$ cat src/rtl/fetch_queue_pkg.sv
`default_nettype none
// +----------------------------------------------------------------------+
// | Module   : fetch_queue_pkg                                           |
// | Brief    : Shared word width and NOP encoding for the IF/ID queue.   |
// | Revision : 1.0                                                       |
// +----------------------------------------------------------------------+
package fetch_queue_pkg;

    localparam int c_WORD_LEN = 32;
    localparam logic [c_WORD_LEN-1:0] c_NOP = '0;

endpackage
`default_nettype wire

$ cat src/rtl/fetch_queue.sv
`default_nettype none
// +----------------------------------------------------------------------+
// | Module   : fetch_queue                                               |
// | Brief    : FWFT circular buffer of {PC, instr} between IF and ID.    |
// | Revision : 1.0                                                       |
// +----------------------------------------------------------------------+
module fetch_queue
    import fetch_queue_pkg::*;
#(
    parameter int WORD_LEN = c_WORD_LEN,
    parameter int DEPTH    = 4
) (
    input  logic                    clk,
    input  logic                    rst,
    input  logic                    in_valid,
    input  logic [WORD_LEN-1:0]     in_pc,
    input  logic [WORD_LEN-1:0]     in_instr,
    output logic                    in_ready,
    input  logic                    flush,
    output logic                    out_valid,
    output logic [WORD_LEN-1:0]     out_pc,
    output logic [WORD_LEN-1:0]     out_instr,
    input  logic                    out_ready,
    output logic [$clog2(DEPTH):0]  count
);

    localparam int c_PTR_W = $clog2(DEPTH);
    localparam int c_CNT_W = c_PTR_W + 1;
    localparam logic [c_CNT_W-1:0] c_FULL = c_CNT_W'(DEPTH);
    localparam logic [WORD_LEN-1:0] c_BUBBLE = WORD_LEN'(c_NOP);

    logic [WORD_LEN-1:0] r_pcMem    [DEPTH];
    logic [WORD_LEN-1:0] r_instrMem [DEPTH];
    logic [c_PTR_W-1:0]  r_rdPtr;
    logic [c_PTR_W-1:0]  r_wrPtr;
    logic [c_CNT_W-1:0]  r_count;
    logic                w_push;
    logic                w_pop;

    // in_ready looks only at registered occupancy, so out_ready never reaches it
    assign in_ready  = (r_count != c_FULL);
    assign out_valid = (r_count != '0);
    assign w_push    = in_valid & in_ready;
    assign w_pop     = out_valid & out_ready;
    assign count     = r_count;

    assign out_pc    = out_valid ? r_pcMem[r_rdPtr]    : '0;
    assign out_instr = out_valid ? r_instrMem[r_rdPtr] : c_BUBBLE;

    always_ff @(posedge clk) begin
        if (rst) begin
            r_rdPtr <= '0;
            r_wrPtr <= '0;
            r_count <= '0;
            for (int i = 0; i < DEPTH; i++) begin
                r_pcMem[i]    <= '0;
                r_instrMem[i] <= c_BUBBLE;
            end
        end else if (flush) begin
            // wrong-path fetch on the inputs is dropped along with the queue
            r_rdPtr <= '0;
            r_wrPtr <= '0;
            r_count <= '0;
        end else begin
            if (w_push) begin
                r_pcMem[r_wrPtr]    <= in_pc;
                r_instrMem[r_wrPtr] <= in_instr;
                r_wrPtr             <= r_wrPtr + c_PTR_W'(1);
            end
            if (w_pop) begin
                r_rdPtr <= r_rdPtr + c_PTR_W'(1);
            end
            case ({w_push, w_pop})
                2'b10:   r_count <= r_count + c_CNT_W'(1);
                2'b01:   r_count <= r_count - c_CNT_W'(1);
                default: r_count <= r_count;
            endcase
        end
    end

endmodule
`default_nettype wire

$ cat config.mk
export PLATFORM = sky130hd
export DESIGN_NAME = fetch_queue
export DESIGN_NICKNAME = d
export VERILOG_FILES = /design/src/rtl/fetch_queue_pkg.sv /design/src/rtl/fetch_queue.sv
export SDC_FILE = /design/constraint.sdc
export NUM_CORES = 1
export LEC_CHECK = 0
export BUFFER_PORTS_ARGS = -buffer_cell sky130_fd_sc_hd__buf_4
export CORE_MARGIN = 2
export CORE_UTILIZATION = 50
export CTS_BUF_LIST = sky130_fd_sc_hd__clkbuf_4 sky130_fd_sc_hd__clkbuf_8
export DETAILED_ROUTE_END_ITERATION = 10
export PLACE_DENSITY = 0.8
export SLEW_MARGIN = 10
export SYNTH_ARGS = -nofsm -noshare
export SYNTH_HDL_FRONTEND = slang
export SYNTH_SLANG_ARGS = --single-unit
$ cat constraint.sdc
create_clock -name clk -period 11 [get_ports clk]
set_clock_uncertainty 0.05 [all_clocks]
set_input_delay 0.55 -clock clk [delete_from_list [all_inputs] [get_ports clk]]
set_output_delay 0.55 -clock clk [all_outputs]
set_load 0.005 [all_outputs]
# Yosys cells after proc, flatten, opt, wreduce, memory -nomap -nowiden
# Memories as Yosys holds them, arrays and structs flattened. A register that Yosys moved wholly into a read port is not among the register bits.
# Cells that the tools add are included.
op_classes:
  mux: 19
  n_reduce_logical: 5
  add_sub_neg: 4
  bitwise_logic: 2
  n_eq_ne: 3
op_table:
  columns: ["operator", "n"]
  rows:
  - ["two-way mux 32 bit", 4]
  - ["OR reduction 32 bit", 2]
  - ["two-way mux 2 bit", 6]
  - ["two-way mux 1 bit", 8]
  - ["case mux 3 bit (2 select lines)", 1]
  - ["adder 2 x 1 -> 2 bit, second input constant", 2]
  - ["adder 3 x 1 -> 3 bit, second input constant", 1]
  - ["!= test 3 bit, second input constant", 1]
  - ["nonzero test 3 bit", 1]
  - ["subtractor 3 x 1 -> 3 bit, second input constant", 1]
  - ["AND 1 bit", 2]
  - ["== test 2 x 1 -> 1 bit, second input constant", 1]
  - ["== test 2 bit, second input constant", 1]
  - ["nonzero test 2 bit", 1]
  - ["OR reduction 2 bit", 1]
word_totals:
  memories: 2
  wordCells: 38
  ram_bits: 256
  inputBits: 69
  regBits: 7
memory_table:
  columns: ["name", "depth", "width", "rd", "rd_ports_with_merged_regs", "wr", "line_no", "rtl"]
  rows:
  - ["r_instrMem", 4, 32, 1, 1, 4, "fetch_queue.sv:33", "logic [WORD_LEN-1:0] r_instrMem [DEPTH];"]
  - ["r_pcMem", 4, 32, 1, 1, 4, "fetch_queue.sv:32", "logic [WORD_LEN-1:0] r_pcMem [DEPTH];"]

# Longest topological paths before layout
# Gate-level depths: netlist of the first run.
depth:
  word_depth: 8
  depth_mapped: 9
  ltp_nobuf: 9

# Least setup slack after synthesis of the first run
# Ideal clock, no wire load.
synth_timing:
  path_type: "input -> register"
  from: "in in_valid"
  to: "mem r_instrMem[3][0] in the netlist's numbering (enable)"
  setup_slack_ns: 3.131
  path_stages: 2
  arrival_time_ns: 7.158
  n_path_buf: 0
  cell_sequence: "inv_1 > o41ai_1"
synth_rtl:
  columns: ["item", "line_no", "rtl"]
  rows:
  - ["start: declaration", "fetch_queue.sv:15", "input logic in_valid,"]
  - ["end: declaration", "fetch_queue.sv:33", null]

==> metrics.log, run 1 <==
[metrics] Hold WC Path Type: in2reg
[metrics] total standard cell area after synthesis: 11900 um^2
[metrics] post-CTS sizing: 0
[metrics] number of distinct library cells after synthesis: 30
[metrics] GRT met1 Usage: 22.8%
[metrics] TritonCTS Sinks: 265
[metrics] post-cts hold buffer count: 0
[metrics] Design Area, Final: 13900 um^2
[metrics] GR Layer Usage met2: 33.4%
[metrics] routed via count divided by cell count: 5.15
[metrics] source of the worst register-to-register timing path: count[0]
[metrics] Die X-Extent: 158 um
[metrics] number of cells on the worst hold path: 2
[metrics] number of instances in the synthesized netlist: 744
[metrics] layout net count: 950
[metrics] global route overflow: 0
[metrics] first-pass GRT wire length: 35300 um
[metrics] Iter 0 DRT Violations: 386
[metrics] clock root buffer master: sky130_fd_sc_hd__clkbuf_8
[metrics] most used cell along the critical path: sky130_fd_sc_hd__buf_4
[metrics] I/O pin count: 138
[metrics] Leakage Power: 5.27 nW
[metrics] simple-gate area share of the yosys netlist: 18.3%
[metrics] cell-by-cell trace of the critical path: buf_4, mux4_2, and2_1, buf_4
[metrics] net count after synthesis: 815
[metrics] global-route met3 utilization: 4.22%
[metrics] final HPWL from detailed placement: 12700 um
[metrics] Core Area: 23400 um^2
[metrics] number of buffers on the longest clock path: 3
[metrics] vias in the first global route: 6614
[metrics] port buffer count: 137
[metrics] synthesized-area fraction occupied by adder cells: 0.273%
[metrics] die area: 25100 um^2
[metrics] min cycle time layout: 3.53 ns
[metrics] combinational family with the most area after synthesis: simple AND/OR/NAND/NOR gates
[metrics] pin count of the biggest net entering global routing: 66
[metrics] antenna violations before repair: 1
[metrics] cell count of the worst reg-to-reg path: 4
[metrics] Post-Synth XOR/XNOR Area: 0.294%
[metrics] mux contribution to synthesized area: 12.1%
[metrics] source-to-sink clock delay at the later pin of the worst-skew pair: 0.52 ns
[metrics] fraction of layout cells with a size suffix above 1: 31.7%
[metrics] Syn. warnings: 0
[metrics] WP data arrival: 2.93 ns
[metrics] Synth-to-Final Area Change: 16.8%
[metrics] unrepaired setup endpoints after global routing: false
[metrics] Post-route DRC: 0
[metrics] Power Dens Cells: 148 nW/um^2
[metrics] height of the die: 158 um
[metrics] slowest stage cell, crit path: sky130_fd_sc_hd__buf_4
[metrics] Critical Path Sink Type: output port
[metrics] result of the run: completed
[metrics] per-cell routed wire length: 18.6 um
[metrics] critical hold path startpoint: in_pc[5]
[metrics] worst hold margin: 0.277 ns
[metrics] worst path required time: 10.40 ns
[metrics] number of slew-limit violations in the final report: 0
[metrics] flops & latches, synth: 265
[metrics] endpoint of the worst-slack reg-to-reg timing path: r_pcMem[1][26]
[metrics] Maximum Capacitance Violations: 0
[metrics] number of cells in the design after placement: 1157
[metrics] Crit Path Category: reg2out
[metrics] critical path fanouts, max: 39
[metrics] clock tree from TritonCTS: done
[metrics] Post-CTS Setup Bufs: 0
[metrics] # rows: 56
[metrics] H-tree depth: 2
[metrics] Tcrit/Tclk final: 32.1%
[metrics] Placer Congestion: 0.757
[metrics] endpoint with the worst hold slack: r_pcMem[3][5]
[metrics] actual transition at the worst max-transition pin: 1.02 ns
[metrics] fill cell count: 1797
[metrics] starting utilization of the core area: 50.9%
[metrics] most congested layer reported by global routing: met2
[metrics] aggregate global-route resource usage: 18.9%
[metrics] final hold viol count: 0
[metrics] mean instance size in the synthesized netlist: 16.0 um^2
[metrics] normalized max-slew margin: 32.0%
[metrics] final standard cell utilization of the core: 59.4%
[metrics] Post-Route Setup TNS: 0 ns
[metrics] Startpoint Class: flip-flop
[metrics] area fraction in compound gates after synthesis: 0.505%
[metrics] detailed-routing iteration count for the pre-antenna-repair pass: 5
[metrics] stage delay of the slowest cell on the critical path: 0.72 ns
[metrics] cell area after placement: 13200 um^2
[metrics] total vias in the final route: 6307
[metrics] final setup violation count: 0
[metrics] setup slack of the most critical reg-to-reg path: 8.11 ns
[metrics] sum of routed wire length over all layers: 22800 um
[metrics] count of antenna diodes in the layout: 0
[metrics] clock-pin slew of the registers on the worst-case setup and hold paths: 0.06 ns
[metrics] largest voltage drop on the vdd net: 0.0665 mV
[metrics] Seq/Total Area, Yosys: 66.1%
[metrics] number of standard cells in the layout, taps in and fillers out: 1225
[metrics] Inserted Clock Buffers: 39
[metrics] antenna-violating nets left: 0
[metrics] maximum clock frequency: 284 MHz
routing by layer:
metal | wire length (um) | up-vias
met4 | 537 | 2
met3 | 1440 | 44
li1 | - | 2961
met2 | 11800 | 200
met1 | 8970 | 3100
met5 | 16 | -
cell usage after synthesis:
master / instances / area share [%]
sky130_fd_sc_hd__a21oi_1: 4 / 0.17
sky130_fd_sc_hd__ha_1: 1 / 0.11
sky130_fd_sc_hd__or2_2: 3 / 0.16
sky130_fd_sc_hd__buf_2: 13 / 0.55
sky130_fd_sc_hd__and2_1: 309 / 16
sky130_fd_sc_hd__or2_0: 1 / 0.053
sky130_fd_sc_hd__nand2_1: 3 / 0.095
sky130_fd_sc_hd__nor4_1: 1 / 0.053
sky130_fd_sc_hd__clkbuf_1: 23 / 0.73
sky130_fd_sc_hd__nor2_1: 6 / 0.19
sky130_fd_sc_hd__nor4b_4: 1 / 0.20
sky130_fd_sc_hd__buf_6: 6 / 0.57
sky130_fd_sc_hd__mux4_2: 64 / 12
sky130_fd_sc_hd__nor3b_4: 1 / 0.16
sky130_fd_sc_hd__buf_4: 2 / 0.13
sky130_fd_sc_hd__clkbuf_2: 5 / 0.21
sky130_fd_sc_hd__inv_1: 7 / 0.22
sky130_fd_sc_hd__xor2_1: 4 / 0.29
sky130_fd_sc_hd__o21ai_0: 3 / 0.13
sky130_fd_sc_hd__o311ai_0: 1 / 0.074
sky130_fd_sc_hd__fa_1: 1 / 0.17
sky130_fd_sc_hd__or3b_4: 1 / 0.095
sky130_fd_sc_hd__or3_1: 4 / 0.21
sky130_fd_sc_hd__dfxtp_1: 9 / 1.5
sky130_fd_sc_hd__and2_2: 11 / 0.69
sky130_fd_sc_hd__o31ai_1: 1 / 0.063
sky130_fd_sc_hd__nor2_2: 1 / 0.053
sky130_fd_sc_hd__edfxtp_1: 256 / 65
sky130_fd_sc_hd__o41ai_1: 1 / 0.074
sky130_fd_sc_hd__nor4_2: 1 / 0.11
per-stage QoR:
stage	setup slack (ns)	power (mW)
after detailed placement	7.65	1.33
after global placement	7.70	1.32
after global routing	7.22	2.13
final	7.47	2.06
after CTS	7.36	2.07
after floorplan	3.13	1.26
worst max path at each step:
stage	from	endpoint	slack, ns	depth (start not counted)
6_report	flip-flop	out_instr[29]	7.47	4
5_1_grt	flip-flop	out_pc[0]	7.22	4
4_1_cts	flip-flop	out_pc[31]	7.36	4
3_5_place_dp	flush	r_instrMem[2][6]	7.65	5
3_3_place_gp	flush	r_instrMem[1][5]	7.70	5
2_1_floorplan	in_valid	r_instrMem[3][0]	3.13	2
worst max-delay path: cells and delay by family (launching register included):
kind	cells	cell delay (ns)
buffers and inverters	2	0.85
multiplexers	1	0.63
flip-flops	1	0.68
AND/OR/NAND/NOR	1	0.19
logic make-up (layout without fill, tap and decap cells):
family / count (synthesis) / count (layout)
flip-flops: 265 / 265
adder cells (fa/ha/maj): 2 / 2
AND/OR/NAND/NOR: 343 / 343
multiplexers: 64 / 64
XOR/XNOR: 4 / 4
buffers and inverters: 56 / 218
AO/OA/AOI/OAI: 10 / 10
placed cells by master (no fill, tap or decap), types with 2 or more instances in the layout:
cell type,synthesis,routed
sky130_fd_sc_hd__and2_1,309,309
sky130_fd_sc_hd__edfxtp_1,256,256
sky130_fd_sc_hd__buf_4,2,143
sky130_fd_sc_hd__mux4_2,64,64
sky130_fd_sc_hd__clkbuf_8,0,41
sky130_fd_sc_hd__clkinv_1,0,12
sky130_fd_sc_hd__and2_2,11,11
sky130_fd_sc_hd__clkbuf_4,0,11
sky130_fd_sc_hd__inv_1,7,7
sky130_fd_sc_hd__dfxtp_1,9,7
sky130_fd_sc_hd__nor2_1,6,6
sky130_fd_sc_hd__a21oi_1,4,4
sky130_fd_sc_hd__xor2_1,4,4
sky130_fd_sc_hd__nand2_1,3,3
sky130_fd_sc_hd__or2_4,0,3
sky130_fd_sc_hd__o21ai_0,3,3
sky130_fd_sc_hd__or3_1,4,3
sky130_fd_sc_hd__dfxtp_4,0,2
sky130_fd_sc_hd__clkinv_2,0,2
layout make-up:
class	instances	area (um^2)	share of cell area, %
Clock inverter	16	92.6	0.666
Clock buffer	52	647	4.65
Multi-Input combinational cell	423	3780	27.2
Tap cell	319	399	2.87
Timing Repair Buffer	143	1070	7.72
Inverter	7	26.3	0.189
Sequential cell	265	7880	56.7
state kept, by name, indices dropped and copies added, names as in the netlist, named ones only:
name,count
r_wrPtr,2
count,3
r_rdPtr,2
r_instrMem,128
r_pcMem,128
power by group:
part           leakage [nW]  switching [mW]  internal, mW
logic                  2.14          0.0707        0.0670
registers              2.74          0.0132          1.15
clock network         0.386           0.348         0.405
Note: power is estimated with default switching activity, not from simulation.
==> run 2: changes to the inputs <==
Settings changed: PLACE_DENSITY 0.8 to 0.83.
Clock period 11 ns to 3 ns, I/O delays scaled along.
==> run 2 against run 1 <==
Global-route usage is 1.7 points higher. Utilization is 4.0 points higher. Total power grew to 3.9 times the previous value. Final area up 6.8%. Worst setup slack worse by 7.1 ns. Wire length increased by 9.7%. Cell count is 7.2% higher. Sequential share of layout area is 3.6 points lower. Sequential power rose to 3.7 times the previous value. Register-to-register slack got worse by 7.7 ns. Count of clock-buffer cells in the layout rose by 14. Sequential cell count unchanged. Critical path type unchanged. Highest routed layer is now met4.
==> metrics.log, run 2 (synthesis gave the netlist of run 1 again) <==
[metrics] result of the run: completed
[metrics] cell family with most CP delay: flip-flops
[metrics] Design Area, Final: 14800 um^2
[metrics] Synth-to-Final Area Change: 24.7%
[metrics] first-pass GRT wire length: 38600 um
[metrics] number of buffers on the longest clock path: 3
[metrics] unrepaired setup endpoints after global routing: false
[metrics] Placer Congestion: 0.763
[metrics] final hold viol count: 0
[metrics] Core Area: 23400 um^2
[metrics] cell area after placement: 13300 um^2
[metrics] clock root buffer master: sky130_fd_sc_hd__clkbuf_8
[metrics] number of slew-limit violations in the final report: 0
[metrics] Iter 0 DRT Violations: 353
[metrics] slowest stage cell, crit path: sky130_fd_sc_hd__dfxtp_4
[metrics] pin count of the biggest net entering global routing: 66
[metrics] layout net count: 1032
[metrics] setup slack of the most critical reg-to-reg path: 0.40 ns
[metrics] height of the die: 158 um
[metrics] total vias in the final route: 6778
[metrics] post-CTS sizing: 0
[metrics] port buffer count: 137
[metrics] Startpoint Class: flip-flop
[metrics] die area: 25100 um^2
[metrics] cell-by-cell trace of the critical path: buf_4, mux4_2, and2_1, buf_4
[metrics] detailed-routing iteration count for the pre-antenna-repair pass: 7
[metrics] Post-route DRC: 0
[metrics] sum of buffers and inverters on the critical path: 2
[metrics] largest voltage drop on the vdd net: 0.283 mV
[metrics] Maximum Capacitance Violations: 0
[metrics] Hold WC Path Type: in2reg
[metrics] vias in the first global route: 7194
[metrics] aggregate global-route resource usage: 20.6%
[metrics] Leakage Power: 5.69 nW
[metrics] H-tree depth: 2
[metrics] Die X-Extent: 158 um
[metrics] fill cell count: 1753
[metrics] critical path fanouts, max: 24
[metrics] commonest cells after routing, fill and taps aside: 309 x sky130_fd_sc_hd__and2_1, 256 x sky130_fd_sc_hd__edfxtp_1, 147 x sky130_fd_sc_hd__buf_4
[metrics] TritonCTS Sinks: 265
[metrics] Tcrit/Tclk final: 87.2%
[metrics] Overall Power: 7.92 mW
[metrics] maximum clock frequency: 382 MHz
[metrics] fraction of layout cells with a size suffix above 1: 31.5%
[metrics] Final WS setup: 0.385 ns
[metrics] pre-CTS worst setup slack: 0.447 ns
[metrics] clock-pin slew of the registers on the worst-case setup and hold paths: 0.06 ns
[metrics] Post-CTS Setup Bufs: 0
[metrics] sum of routed wire length over all layers: 25000 um
[metrics] antenna violations before repair: 1
[metrics] number of cells on the worst hold path: 3
[metrics] worst path required time: 2.80 ns
[metrics] # rows: 56
[metrics] routed via count divided by cell count: 5.16
[metrics] per-cell routed wire length: 19.1 um
[metrics] source-to-sink clock delay at the later pin of the worst-skew pair: 0.53 ns
[metrics] worst hold margin: 0.224 ns
[metrics] stage delay of the slowest cell on the critical path: 0.70 ns
[metrics] min cycle time layout: 2.62 ns
[metrics] Power Dens Cells: 533 nW/um^2
[metrics] source of the worst register-to-register timing path: count[2]
[metrics] normalized max-slew margin: 26.2%
[metrics] I/O pin count: 138
[metrics] antenna-violating nets left: 0
[metrics] Inserted Clock Buffers: 44
[metrics] endpoint with the worst hold slack: r_instrMem[3][17]
[metrics] starting utilization of the core area: 50.9%
[metrics] cell count of the worst reg-to-reg path: 9
[metrics] Critical Path Sink Type: output port
[metrics] actual transition at the worst max-transition pin: 1.11 ns
[metrics] most common cell after layout, fill and taps aside: sky130_fd_sc_hd__and2_1
[metrics] Crit Path Category: reg2out
[metrics] final setup violation count: 0
[metrics] post-cts hold buffer count: 67
[metrics] WP data arrival: 2.42 ns
[metrics] clock tree from TritonCTS: done
[metrics] global route overflow: 0
[metrics] critical hold path startpoint: flush
[metrics] endpoint of the worst-slack reg-to-reg timing path: count[2]
[metrics] final HPWL from detailed placement: 13800 um
[metrics] most used cell along the critical path: sky130_fd_sc_hd__buf_4
[run 2: cell types whose count changed in the layout (fill, tap and decap cells not counted), sizes merged]
cell,delta
bufinv,-1
buf,+10
diode,+1
dlygate4sd3,+67
clkbuf,+14
clkinv,-2
clkinvlp,-1
[run 2: report_power, final]
group          leakage, nW  internal [mW]  switching [mW]
logic                 2.50          0.319           0.287
registers             2.74           4.22          0.0498
clock network        0.449           1.68            1.36
total                 5.69           6.22            1.70
[run 2: layout make-up]
| cell class | count | area (um^2) | area share (%) |
|---|---|---|---|
| clock inverters | 12 | 46.3 | 0.312 |
| inverters | 7 | 26.3 | 0.177 |
| repair buffers | 220 | 1890 | 12.8 |
| clock buffers | 66 | 796 | 5.36 |
| multi-input cells | 423 | 3790 | 25.6 |
| diodes | 1 | 2.50 | 0.0169 |
| flip-flops and latches | 265 | 7880 | 53.1 |
| well taps | 319 | 399 | 2.69 |
[run 2: tightest hold or removal path, stage by stage]
cell,delay [ns]
sky130_fd_sc_hd__buf_4,0.11
sky130_fd_sc_hd__o41ai_4,0.08
sky130_fd_sc_hd__buf_4,0.25
[run 2: worst max-delay path by stage]
stage                     slack, ns                to  startpoint  depth (start not counted)
after floorplan               -0.13  r_instrMem[3][0]    count[2]                          2
after global placement         0.55          count[2]    count[2]                          9
after detailed placement       0.45          count[2]    count[2]                          9
after CTS                      0.30        out_pc[27]   flip-flop                          4
after global routing           0.21        out_pc[24]   flip-flop                          4
final                          0.38        out_pc[24]   flip-flop                          4
[run 2: stage by stage]
step	instances	setup TNS, ns	util [%]
after floorplan	744	-8.33	-
after global placement	1167	0	57.0
after detailed placement	1167	0	57.0
after CTS	1312	0	63.4
after global routing	1313	0	63.4
final	1313	0	63.4
[run 2: metal layers]
metal	track usage (%)	wire length [um]
met2	36.0	12700
met4	6.05	482
met5	0	0
met1	26.4	10500
met3	3.84	1320
